File: src/rtl/weight_rd_sequencer.sv
// Read-side address generator for the double-buffered weight RAM loader.
// Walks the RAM in compute order and emits first/last accumulation flags aligned to weight output.
`timescale 1ns/1ps
module weight_rd_sequencer #(
    parameter int unsigned LITEWIDTH = 32,
    parameter int unsigned COWIDTH   = 10,
    parameter int unsigned CH_IN     = 16,
    parameter int unsigned CH_OUT    = 32,
    parameter int unsigned PIXWIDTH  = 16,
    parameter int unsigned RD_LAT    = 4
) (
    input  logic                 I_clk,
    input  logic                 I_rst,
    input  logic [LITEWIDTH-1:0] I_kx_num,
    input  logic [LITEWIDTH-1:0] I_ky_num,
    input  logic [12:0]          I_ciAlign,
    input  logic [12:0]          I_coAlign,
    input  logic [PIXWIDTH-1:0]  I_pix_num,
    input  logic                 I_ap_start,
    input  logic                 I_load_done,
    input  logic                 I_stall,
    output logic [COWIDTH-2:0]   O_rd_wdepth,
    output logic                 O_rd_dv,
    output logic                 O_w_dv,
    output logic                 O_w_first,
    output logic                 O_w_last,
    output logic                 O_busy,
    output logic                 O_done,
    output logic                 O_cfg_err
);

    localparam int unsigned AW    = COWIDTH - 1;
    localparam int unsigned DEPTH = 1 << AW;
    localparam int unsigned CI_SH = $clog2(CH_IN);
    localparam int unsigned CO_SH = $clog2(CH_OUT);
    localparam int unsigned CIGW  = 13 - CI_SH;
    localparam int unsigned COGW  = 13 - CO_SH;
    localparam int unsigned KXKW  = AW + 1;
    localparam int unsigned KSW   = CIGW + COGW;
    localparam int unsigned TOTW  = KXKW + KSW;
    localparam int unsigned KFW   = 2 * LITEWIDTH;

    localparam logic [KFW-1:0]  KXK_MAX = KFW'(DEPTH);
    localparam logic [TOTW-1:0] TOT_MAX = TOTW'(DEPTH);

    typedef enum logic [2:0] {
        StIdle,
        StSetup,
        StWaitLoad,
        StRun,
        StDone
    } state_e;

    state_e state_q, state_d;

    logic                ap_d1_q, ap_d2_q;
    logic                start;
    logic [1:0]          setup_cnt_q, setup_cnt_d;

    logic [KXKW-1:0]     kxk_q, kxk_d;
    logic                kxk_ovf_q, kxk_ovf_d;
    logic [CIGW-1:0]     cig_num_q, cig_num_d;
    logic [COGW-1:0]     cog_num_q, cog_num_d;
    logic [KSW-1:0]      kstep_q, kstep_d;
    logic [PIXWIDTH-1:0] pix_num_q, pix_num_d;

    logic [CIGW-1:0]     cig_cnt_q, cig_cnt_d;
    logic [KXKW-1:0]     k_cnt_q, k_cnt_d;
    logic [PIXWIDTH-1:0] pix_cnt_q, pix_cnt_d;
    logic [COGW-1:0]     cog_cnt_q, cog_cnt_d;
    logic [AW-1:0]       addr_q, addr_d;
    logic [AW-1:0]       kbase_q, kbase_d;

    logic [AW-1:0]       rd_addr_q, rd_addr_d;
    logic                rd_dv_q, rd_dv_d;
    logic                rd_first_q, rd_first_d;
    logic                rd_last_q, rd_last_d;
    logic                busy_q, busy_d;
    logic                done_q, done_d;
    logic                cfg_err_q, cfg_err_d;

    logic [2:0]          dly_q [RD_LAT];

    logic [KFW-1:0]      kxk_full;
    logic [TOTW-1:0]     total;
    logic                cfg_bad;
    logic                cig_last, k_last, pix_last, cog_last;
    logic [AW-1:0]       kbase_step;

    // Low alignment bits are always zero by construction.
    logic unused_align;
    assign unused_align = ^{I_ciAlign[CI_SH-1:0], I_coAlign[CO_SH-1:0]};

    assign start = ap_d1_q & ~ap_d2_q;

    assign kxk_full   = KFW'(I_kx_num) * KFW'(I_ky_num);
    assign total      = TOTW'(kxk_q) * TOTW'(kstep_q);
    assign cfg_bad    = kxk_ovf_q || (total > TOT_MAX) || (kxk_q == '0) ||
                        (cig_num_q == '0) || (cog_num_q == '0);

    assign cig_last   = (cig_cnt_q == cig_num_q - CIGW'(1));
    assign k_last     = (k_cnt_q == kxk_q - KXKW'(1));
    assign pix_last   = (pix_cnt_q == pix_num_q - PIXWIDTH'(1));
    assign cog_last   = (cog_cnt_q == cog_num_q - COGW'(1));
    assign kbase_step = kbase_q + AW'(kstep_q);

    always_comb begin
        state_d     = state_q;
        setup_cnt_d = setup_cnt_q;
        kxk_d       = kxk_q;
        kxk_ovf_d   = kxk_ovf_q;
        cig_num_d   = cig_num_q;
        cog_num_d   = cog_num_q;
        kstep_d     = kstep_q;
        pix_num_d   = pix_num_q;
        cig_cnt_d   = cig_cnt_q;
        k_cnt_d     = k_cnt_q;
        pix_cnt_d   = pix_cnt_q;
        cog_cnt_d   = cog_cnt_q;
        addr_d      = addr_q;
        kbase_d     = kbase_q;
        rd_addr_d   = rd_addr_q;
        rd_dv_d     = 1'b0;
        rd_first_d  = 1'b0;
        rd_last_d   = 1'b0;
        cfg_err_d   = cfg_err_q;
        busy_d      = (state_q == StSetup) || (state_q == StWaitLoad) || (state_q == StRun);
        done_d      = (state_q == StDone);

        if (start) begin
            // A start edge anywhere aborts the current layer and reissues setup.
            state_d     = StSetup;
            setup_cnt_d = '0;
            cfg_err_d   = 1'b0;
        end else begin
            unique case (state_q)
                StIdle: begin
                    state_d = StIdle;
                end
                StSetup: begin
                    setup_cnt_d = setup_cnt_q + 2'd1;
                    case (setup_cnt_q)
                        2'd0: begin
                            kxk_d     = kxk_full[KXKW-1:0];
                            kxk_ovf_d = (kxk_full > KXK_MAX);
                            cig_num_d = I_ciAlign[12:CI_SH];
                            cog_num_d = I_coAlign[12:CO_SH];
                            pix_num_d = I_pix_num;
                        end
                        2'd1: begin
                            kstep_d = KSW'(cig_num_q) * KSW'(cog_num_q);
                        end
                        default: begin
                            cig_cnt_d = '0;
                            k_cnt_d   = '0;
                            pix_cnt_d = '0;
                            cog_cnt_d = '0;
                            addr_d    = '0;
                            kbase_d   = '0;
                            if (cfg_bad) begin
                                cfg_err_d = 1'b1;
                                state_d   = StDone;
                            end else if (pix_num_q == '0) begin
                                state_d = StDone;
                            end else begin
                                state_d = StWaitLoad;
                            end
                        end
                    endcase
                end
                StWaitLoad: begin
                    if (I_load_done) begin
                        state_d = StRun;
                    end
                end
                StRun: begin
                    if (!I_stall) begin
                        rd_dv_d    = 1'b1;
                        rd_addr_d  = addr_q;
                        rd_first_d = (k_cnt_q == '0) && (cig_cnt_q == '0);
                        rd_last_d  = k_last && cig_last;
                        if (!cig_last) begin
                            cig_cnt_d = cig_cnt_q + CIGW'(1);
                            addr_d    = addr_q + AW'(cog_num_q);
                        end else begin
                            cig_cnt_d = '0;
                            if (!k_last) begin
                                k_cnt_d = k_cnt_q + KXKW'(1);
                                kbase_d = kbase_step;
                                addr_d  = kbase_step;
                            end else begin
                                k_cnt_d = '0;
                                if (!pix_last) begin
                                    pix_cnt_d = pix_cnt_q + PIXWIDTH'(1);
                                    kbase_d   = AW'(cog_cnt_q);
                                    addr_d    = AW'(cog_cnt_q);
                                end else begin
                                    pix_cnt_d = '0;
                                    if (!cog_last) begin
                                        cog_cnt_d = cog_cnt_q + COGW'(1);
                                        kbase_d   = AW'(cog_cnt_q + COGW'(1));
                                        addr_d    = AW'(cog_cnt_q + COGW'(1));
                                    end else begin
                                        state_d = StDone;
                                    end
                                end
                            end
                        end
                    end
                end
                StDone: begin
                    state_d = StIdle;
                end
                default: begin
                    state_d = StIdle;
                end
            endcase
        end
    end

    always_ff @(posedge I_clk) begin
        if (I_rst) begin
            state_q     <= StIdle;
            ap_d1_q     <= 1'b0;
            ap_d2_q     <= 1'b0;
            setup_cnt_q <= '0;
            kxk_q       <= '0;
            kxk_ovf_q   <= 1'b0;
            cig_num_q   <= '0;
            cog_num_q   <= '0;
            kstep_q     <= '0;
            pix_num_q   <= '0;
            cig_cnt_q   <= '0;
            k_cnt_q     <= '0;
            pix_cnt_q   <= '0;
            cog_cnt_q   <= '0;
            addr_q      <= '0;
            kbase_q     <= '0;
            rd_addr_q   <= '0;
            rd_dv_q     <= 1'b0;
            rd_first_q  <= 1'b0;
            rd_last_q   <= 1'b0;
            busy_q      <= 1'b0;
            done_q      <= 1'b0;
            cfg_err_q   <= 1'b0;
            for (int i = 0; i < RD_LAT; i++) begin
                dly_q[i] <= '0;
            end
        end else begin
            state_q     <= state_d;
            ap_d1_q     <= I_ap_start;
            ap_d2_q     <= ap_d1_q;
            setup_cnt_q <= setup_cnt_d;
            kxk_q       <= kxk_d;
            kxk_ovf_q   <= kxk_ovf_d;
            cig_num_q   <= cig_num_d;
            cog_num_q   <= cog_num_d;
            kstep_q     <= kstep_d;
            pix_num_q   <= pix_num_d;
            cig_cnt_q   <= cig_cnt_d;
            k_cnt_q     <= k_cnt_d;
            pix_cnt_q   <= pix_cnt_d;
            cog_cnt_q   <= cog_cnt_d;
            addr_q      <= addr_d;
            kbase_q     <= kbase_d;
            rd_addr_q   <= rd_addr_d;
            rd_dv_q     <= rd_dv_d;
            rd_first_q  <= rd_first_d;
            rd_last_q   <= rd_last_d;
            busy_q      <= busy_d;
            done_q      <= done_d;
            cfg_err_q   <= cfg_err_d;
            // Shifts every cycle so stalls appear downstream as dv=0 bubbles.
            dly_q[0]    <= {rd_dv_q, rd_first_q, rd_last_q};
            for (int i = 1; i < RD_LAT; i++) begin
                dly_q[i] <= dly_q[i-1];
            end
        end
    end

    assign O_rd_wdepth = rd_addr_q;
    assign O_rd_dv     = rd_dv_q;
    assign O_w_dv      = dly_q[RD_LAT-1][2];
    assign O_w_first   = dly_q[RD_LAT-1][1];
    assign O_w_last    = dly_q[RD_LAT-1][0];
    assign O_busy      = busy_q;
    assign O_done      = done_q;
    assign O_cfg_err   = cfg_err_q;

endmodule

File: config.mk
export PLATFORM = sky130hd
export DESIGN_NAME = weight_rd_sequencer
export DESIGN_NICKNAME = d
export VERILOG_FILES = /design/src/rtl/weight_rd_sequencer.sv
export SDC_FILE = /design/constraint.sdc
export NUM_CORES = 2
export LEC_CHECK = 0
export ABC_AREA = 1
export CORE_MARGIN = 3
export CORE_UTILIZATION = 50
export DETAILED_ROUTE_END_ITERATION = 10
export MAX_ROUTING_LAYER = met4
export PLACE_DENSITY = 0.67
export REMOVE_ABC_BUFFERS = 1
export SLEW_MARGIN = 25
export SYNTH_ARGS = -nofsm -noshare
export SYNTH_HDL_FRONTEND = slang
export SYNTH_SLANG_ARGS = --single-unit
File: constraint.sdc
create_clock -name I_clk -period 9.98 [get_ports I_clk]
set_input_delay 1.996 -clock I_clk [delete_from_list [all_inputs] [get_ports I_clk]]
set_output_delay 1.996 -clock I_clk [all_outputs]
set_load 0.005 [all_outputs]
-- Word level (Yosys, flattened, before mapping)
Memories as Yosys holds them, arrays and structs flattened.
Cells that the tools add are included.
- $lt $le $gt $ge: 2
- bitwise operators: 10
- multipliers: 3
- reductions and logical operators: 32
- eq/ne operators: 26
- muxes and demuxes: 50
- $add $sub $neg: 12
- operator list (cell ; count):
    2-to-1 mux 9 bit ; 10
    2-to-1 mux 16 bit ; 5
    > comparator 64 x 10 -> 1 bit, second input constant ; 1
    multiplier 32 x 32 -> 64 bit ; 1
    case mux 9 bit (2 select lines) ; 3
    2-to-1 mux 8 bit ; 6
    2-to-1 mux 10 bit ; 4
    2-to-1 mux 3 bit ; 13
    case mux 16 bit (2 select lines) ; 1
    > comparator 27 x 10 -> 1 bit, second input constant ; 1
    multiplier 10 x 17 -> 27 bit ; 1
    != test 3 bit, second input constant ; 7
    logical NOT 10 bit ; 2
    case mux 10 bit (2 select lines) ; 1
    logical NOT 9 bit ; 2
    multiplier 9 x 8 -> 17 bit ; 1
    adder 16 x 1 -> 16 bit, second input constant ; 1
    == test 16 bit ; 1
    logical NOT 16 bit ; 1
    != test 2 bit, second input constant ; 8
    case mux 8 bit (2 select lines) ; 1
    subtractor 16 x 1 -> 16 bit, second input constant ; 1
    AND reduction 7 bit ; 2
    AND reduction 3 bit ; 4
    36 further kinds ; 57
- register bits after elaboration: 144
- output and inout port bits: 16
- RAM bits: 12
- memories: 1
- input bits: 111
- logic and storage cells: 160
- memory list (name ; depth ; bits a word ; rd ports ; clocked after Yosys merged registers in ; wr ports ; RTL line ; RTL):
    dly_q ; 4 ; 3 ; 4 ; 0 ; 4 ; 82 ; logic [2:0] dly_q [RD_LAT];

-- Depth between registers and ports, before layout
- depth after elaboration: 10
- depth in mapped cells: 42
- mapped depth without buffers: 41

-- Worst setup path before layout
Ideal clock, no wire load.
- path kind: input to register
- from: input I_ky_num[8]
- to: register kxk_ovf_q
- cell stages on the path: 32
- arrival: 8256 ps
- slack: 1615 ps
- cell sequence: clkbuf_1 > nand2_1 > fa_1 > inv_1 > fa_1 > fa_1 > inv_1 > fa_1 > inv_1 > fa_1 > fa_1 > fa_1 > inv_1 > fa_1 > inv_1 > ha_1 > nand2_1 > nor2_1 > nand2_1 > nor3_1 > and2_1 > nand2_1 > nand4_1 > nand2_1 > nor2_1 > nand2_1 > nor2_1 > nand2_1 > nor2_1 > o211ai_1 > nand2_1 > inv_1
- word-level cells in the longest chain between the ends: 2
- ends and longest elaborated chain (item ; RTL line ; RTL):
    start: declaration ; 15 ; input logic [LITEWIDTH-1:0] I_ky_num,
    multiplier 32 x 32 -> 64 bit ; 96 ; assign kxk_full = KFW'(I_kx_num) * KFW'(I_ky_num);
    > comparator 64 x 10 -> 1 bit ; 145 ; kxk_ovf_d = (kxk_full > KXK_MAX);
    end signal: assignment ; 255 ; kxk_ovf_q <= kxk_ovf_d;
    end: declaration ; 61 ; logic kxk_ovf_q, kxk_ovf_d;
Every way passes these cells.
A chain may end at the register's enable or synchronous reset.

-- Final worst setup path
- from: input I_kx_num[26]
- to: register kxk_ovf_q
- word-level cells in the longest chain between the ends: 2
- ends and longest elaborated chain (item ; RTL line ; RTL):
    start: declaration ; 14 ; input logic [LITEWIDTH-1:0] I_kx_num,
    multiplier 32 x 32 -> 64 bit ; 96 ;
    > comparator 64 x 10 -> 1 bit ; 145 ;
Every way passes these cells.

==> impl_metrics.ini <==
[global_route]
grt_busiest_layer = met2
gr-usage-met1_pct = 35.8
grt_pass1_vias = 46400
grt_use_met3_pct = 3.23
grt_pass1_wl_mm = 235
overflow = 0
grtUsageTotal_pct = 26.8
grt_antenna_before_repair = 1
grt_max_degree = 63
globalRouteMet2Util_pct = 44.1

[flow_run]
cap_violations = 0

[floorplanning]
core_area_mm2 = 0.105
row_count = 118
ios = 127
die-area_mm2 = 0.110
initial_utilization_pct = 50.8
die_w_um = 332
dieHeight_um = 332

[clock_network]
path_clk_slew_ns = 0.07
cts.htree.levels = 4
cts_setup_buffers = 0
cts_buffers = 17
cts.repair.resized = 0
hold_buffers = 0
insertion_delay_ns = 0.45
cts_root_buf = clkbuf_16
cts_sinks = 156
clock_path_buffers = 2
cts_tree = done

[critical_path]
cp_slowest_cell = clkdlybuf4s50_1
path_buf_inv = 8
critical_path_arrival_ns = 9.73
path_max_fanout = 9
path_class = input port to flip-flop
cp-start-kind = input port
end_kind = flip-flop
cp_common_cell = fa_1
cp_slowest_stage_delay_ns = 0.84
critPathTopFamily = adder cells
worstPathRequired_ns = 10.33

[routing]
wl_per_cell_um = 15.8
routed_wl_mm = 139
vias = 44200
antenna_left = 0
firstDrtPassIters = 6
vias_per_cell = 5.01
drt_iter0_drc = 2958
route.detailed.drc = 0

[timing]
slew_violations = 0
worst_clock_skew_ns = 0.0131
grt_setup_unrepaired = no
max_freq_mhz = 107
finalSetupTns_ns = 0
period_minus_slack_ns = 9.39
slew_headroom_pct = 32.2
setup_viol = 0
final_hold_viol_count = 0
min_period_over_period_pct = 94.0
worst_pin_slew_ns = 1.02

[synthesis]
ys_warn_count = 0
syn_area_mm2 = 0.0531
synth_top_cells_by_area = fa_1, nand2_1, inv_1
seq_area_frac_synth_pct = 5.88
synth_common_cells = nand2_1, inv_1, fa_1, ha_1, nor2_1
synth_cells = 7437
syn_area_per_cell_um2 = 7.14
synth_most_common_cell = nand2_1
synth-seq-cells = 156
synth-edff-count = 0
synth_flop_cell = dfxtp_1
ys_types = 53
async_flop_share_pct = 0
synth_top_area_share_pct = 39.9
yosysTopAreaCell = fa_1

[place]
place_congestion = 0.985
dp_hpwl_mm = 118
port_buffers = 117

[cells_and_area]
n_fill_cell = 10100
syn2layout_area_growth_pct = 7.53
num-nets-final = 8990
final_layout_size_suffix_gt1_share_pct = 3.25

[outcome]
outcome = finished clean

[worst_hold_path]
hp-class = flip-flop to flip-flop
## routing by layer
layer,up-vias,wire (um)
met5,-,0
met4,0,2930
met3,214,9140
met2,1300,66200
met1,21700,61100
li1,21100,-
## cell usage in the layout (no fill, tap or decap), types with 4 or more instances in the layout
cell type	count
o21bai_1	9
nand3_1	155
fa_1	1058
nand2_1	2210
a21o_1	6
o21ai_0	109
inv_1	2161
and3_1	6
buf_4	89
nor2_2	13
buf_12	52
nor4_1	13
inv_2	14
o21ai_1	7
clkdlybuf4s50_1	116
clkbuf_16	17
nor3b_1	7
a31oi_1	4
xnor2_1	42
nor2_4	8
nand2_2	6
ha_1	391
or2_2	7
nand3b_1	19
inv_6	5
a211oi_1	4
dfxtp_1	156
nor3_1	42
a21oi_1	153
o21a_1	6
nand3_2	6
nand4_1	59
xor2_1	82
nor2_1	363
## stage by stage
step | cells | instance area (um^2) | util, % | hold WS [ns] | setup WS, ns
final | 8823 | 57100 | 54.7 | 0.403 | 0.594
after global routing | 8823 | 57100 | 54.7 | 0.422 | 0.258
after CTS | 8822 | 57100 | 54.7 | 0.405 | 0.625
after detailed placement | 8791 | 56600 | 54.1 | 0.392 | 0.154
after global placement | 8791 | 56600 | 54.1 | 0.389 | 0.319
after floorplan | 7153 | 52000 | - | 0.388 | 1.82
## cell families (layout without fill, tap and decap cells)
group / Yosys count / after routing / synth area share [%]
other: 0 / 1 / 0
AND/OR/NAND/NOR: 2930 / 2930 / 22.2
adder cells (fa/ha/maj): 1449 / 1449 / 49.1
XOR/XNOR: 125 / 125 / 2.09
AO/OA/AOI/OAI: 311 / 311 / 3.12
buffers and inverters: 2465 / 2470 / 17.6
flip-flops: 156 / 156 / 5.88
multiplexers: 1 / 1 / 0.0188
## flip-flops by register name, summed over array words and instances (netlist names), 2 cells and up
signal	count
cig_num_q	9
addr_q	9
O_rd_wdepth	9
dly_q	12
k_cnt_q	10
kbase_q	9
kstep_q	17
setup_cnt_q	2
cig_cnt_q	9
cog_cnt_q	8
kxk_q	10
pix_num_q	16
pix_cnt_q	16
cog_num_q	8
state_q	3
## cell type report
class / count / area, um^2 / share of cell area, %
antenna: 1 / 2.50 / 0.00438
clock buffer: 18 / 439 / 0.769
clock inverter: 13 / 130 / 0.228
inverter: 2181 / 8190 / 14.3
multi-input combinational: 4816 / 40600 / 71.1
sequential: 156 / 3120 / 5.47
tap: 1380 / 1730 / 3.02
timing repair buffer: 258 / 2880 / 5.03
## worst paths after layout
path	start	endpoint	slack (ns)	cells after the start
setup / recovery	I_kx_num[26]	kxk_ovf_q	0.59	32
hold / removal	dly_q[0][0]	dly_q[1][0]	0.40	2
setup reg to reg	kxk_q[2]	state_q[2]	3.53	27
hold reg to reg	dly_q[0][0]	dly_q[1][0]	0.40	2
## worst reg2reg max path, cell delays in order (launching register included)
cell	delay [ns]
dfxtp_1	0.96
nand2_1	0.19
fa_1	0.54
inv_1	0.05
fa_1	0.49
inv_1	0.06
fa_1	0.53
inv_1	0.05
fa_1	0.47
inv_1	0.05
fa_1	0.48
inv_1	0.04
ha_1	0.35
nand2_1	0.16
inv_1	0.06
a21oi_1	0.22
nor2_1	0.08
nor2_1	0.10
nand2_1	0.10
xor2_1	0.15
inv_1	0.05
nand2_1	0.05
nor2_1	0.10
nand4_1	0.42
nor2_1	0.35
nand3_1	0.11
nand3_1	0.08
nor2_1	0.04
Power is not shown: default switching activity piles up to over one toggle a cycle in this logic, so the estimate is an artifact.
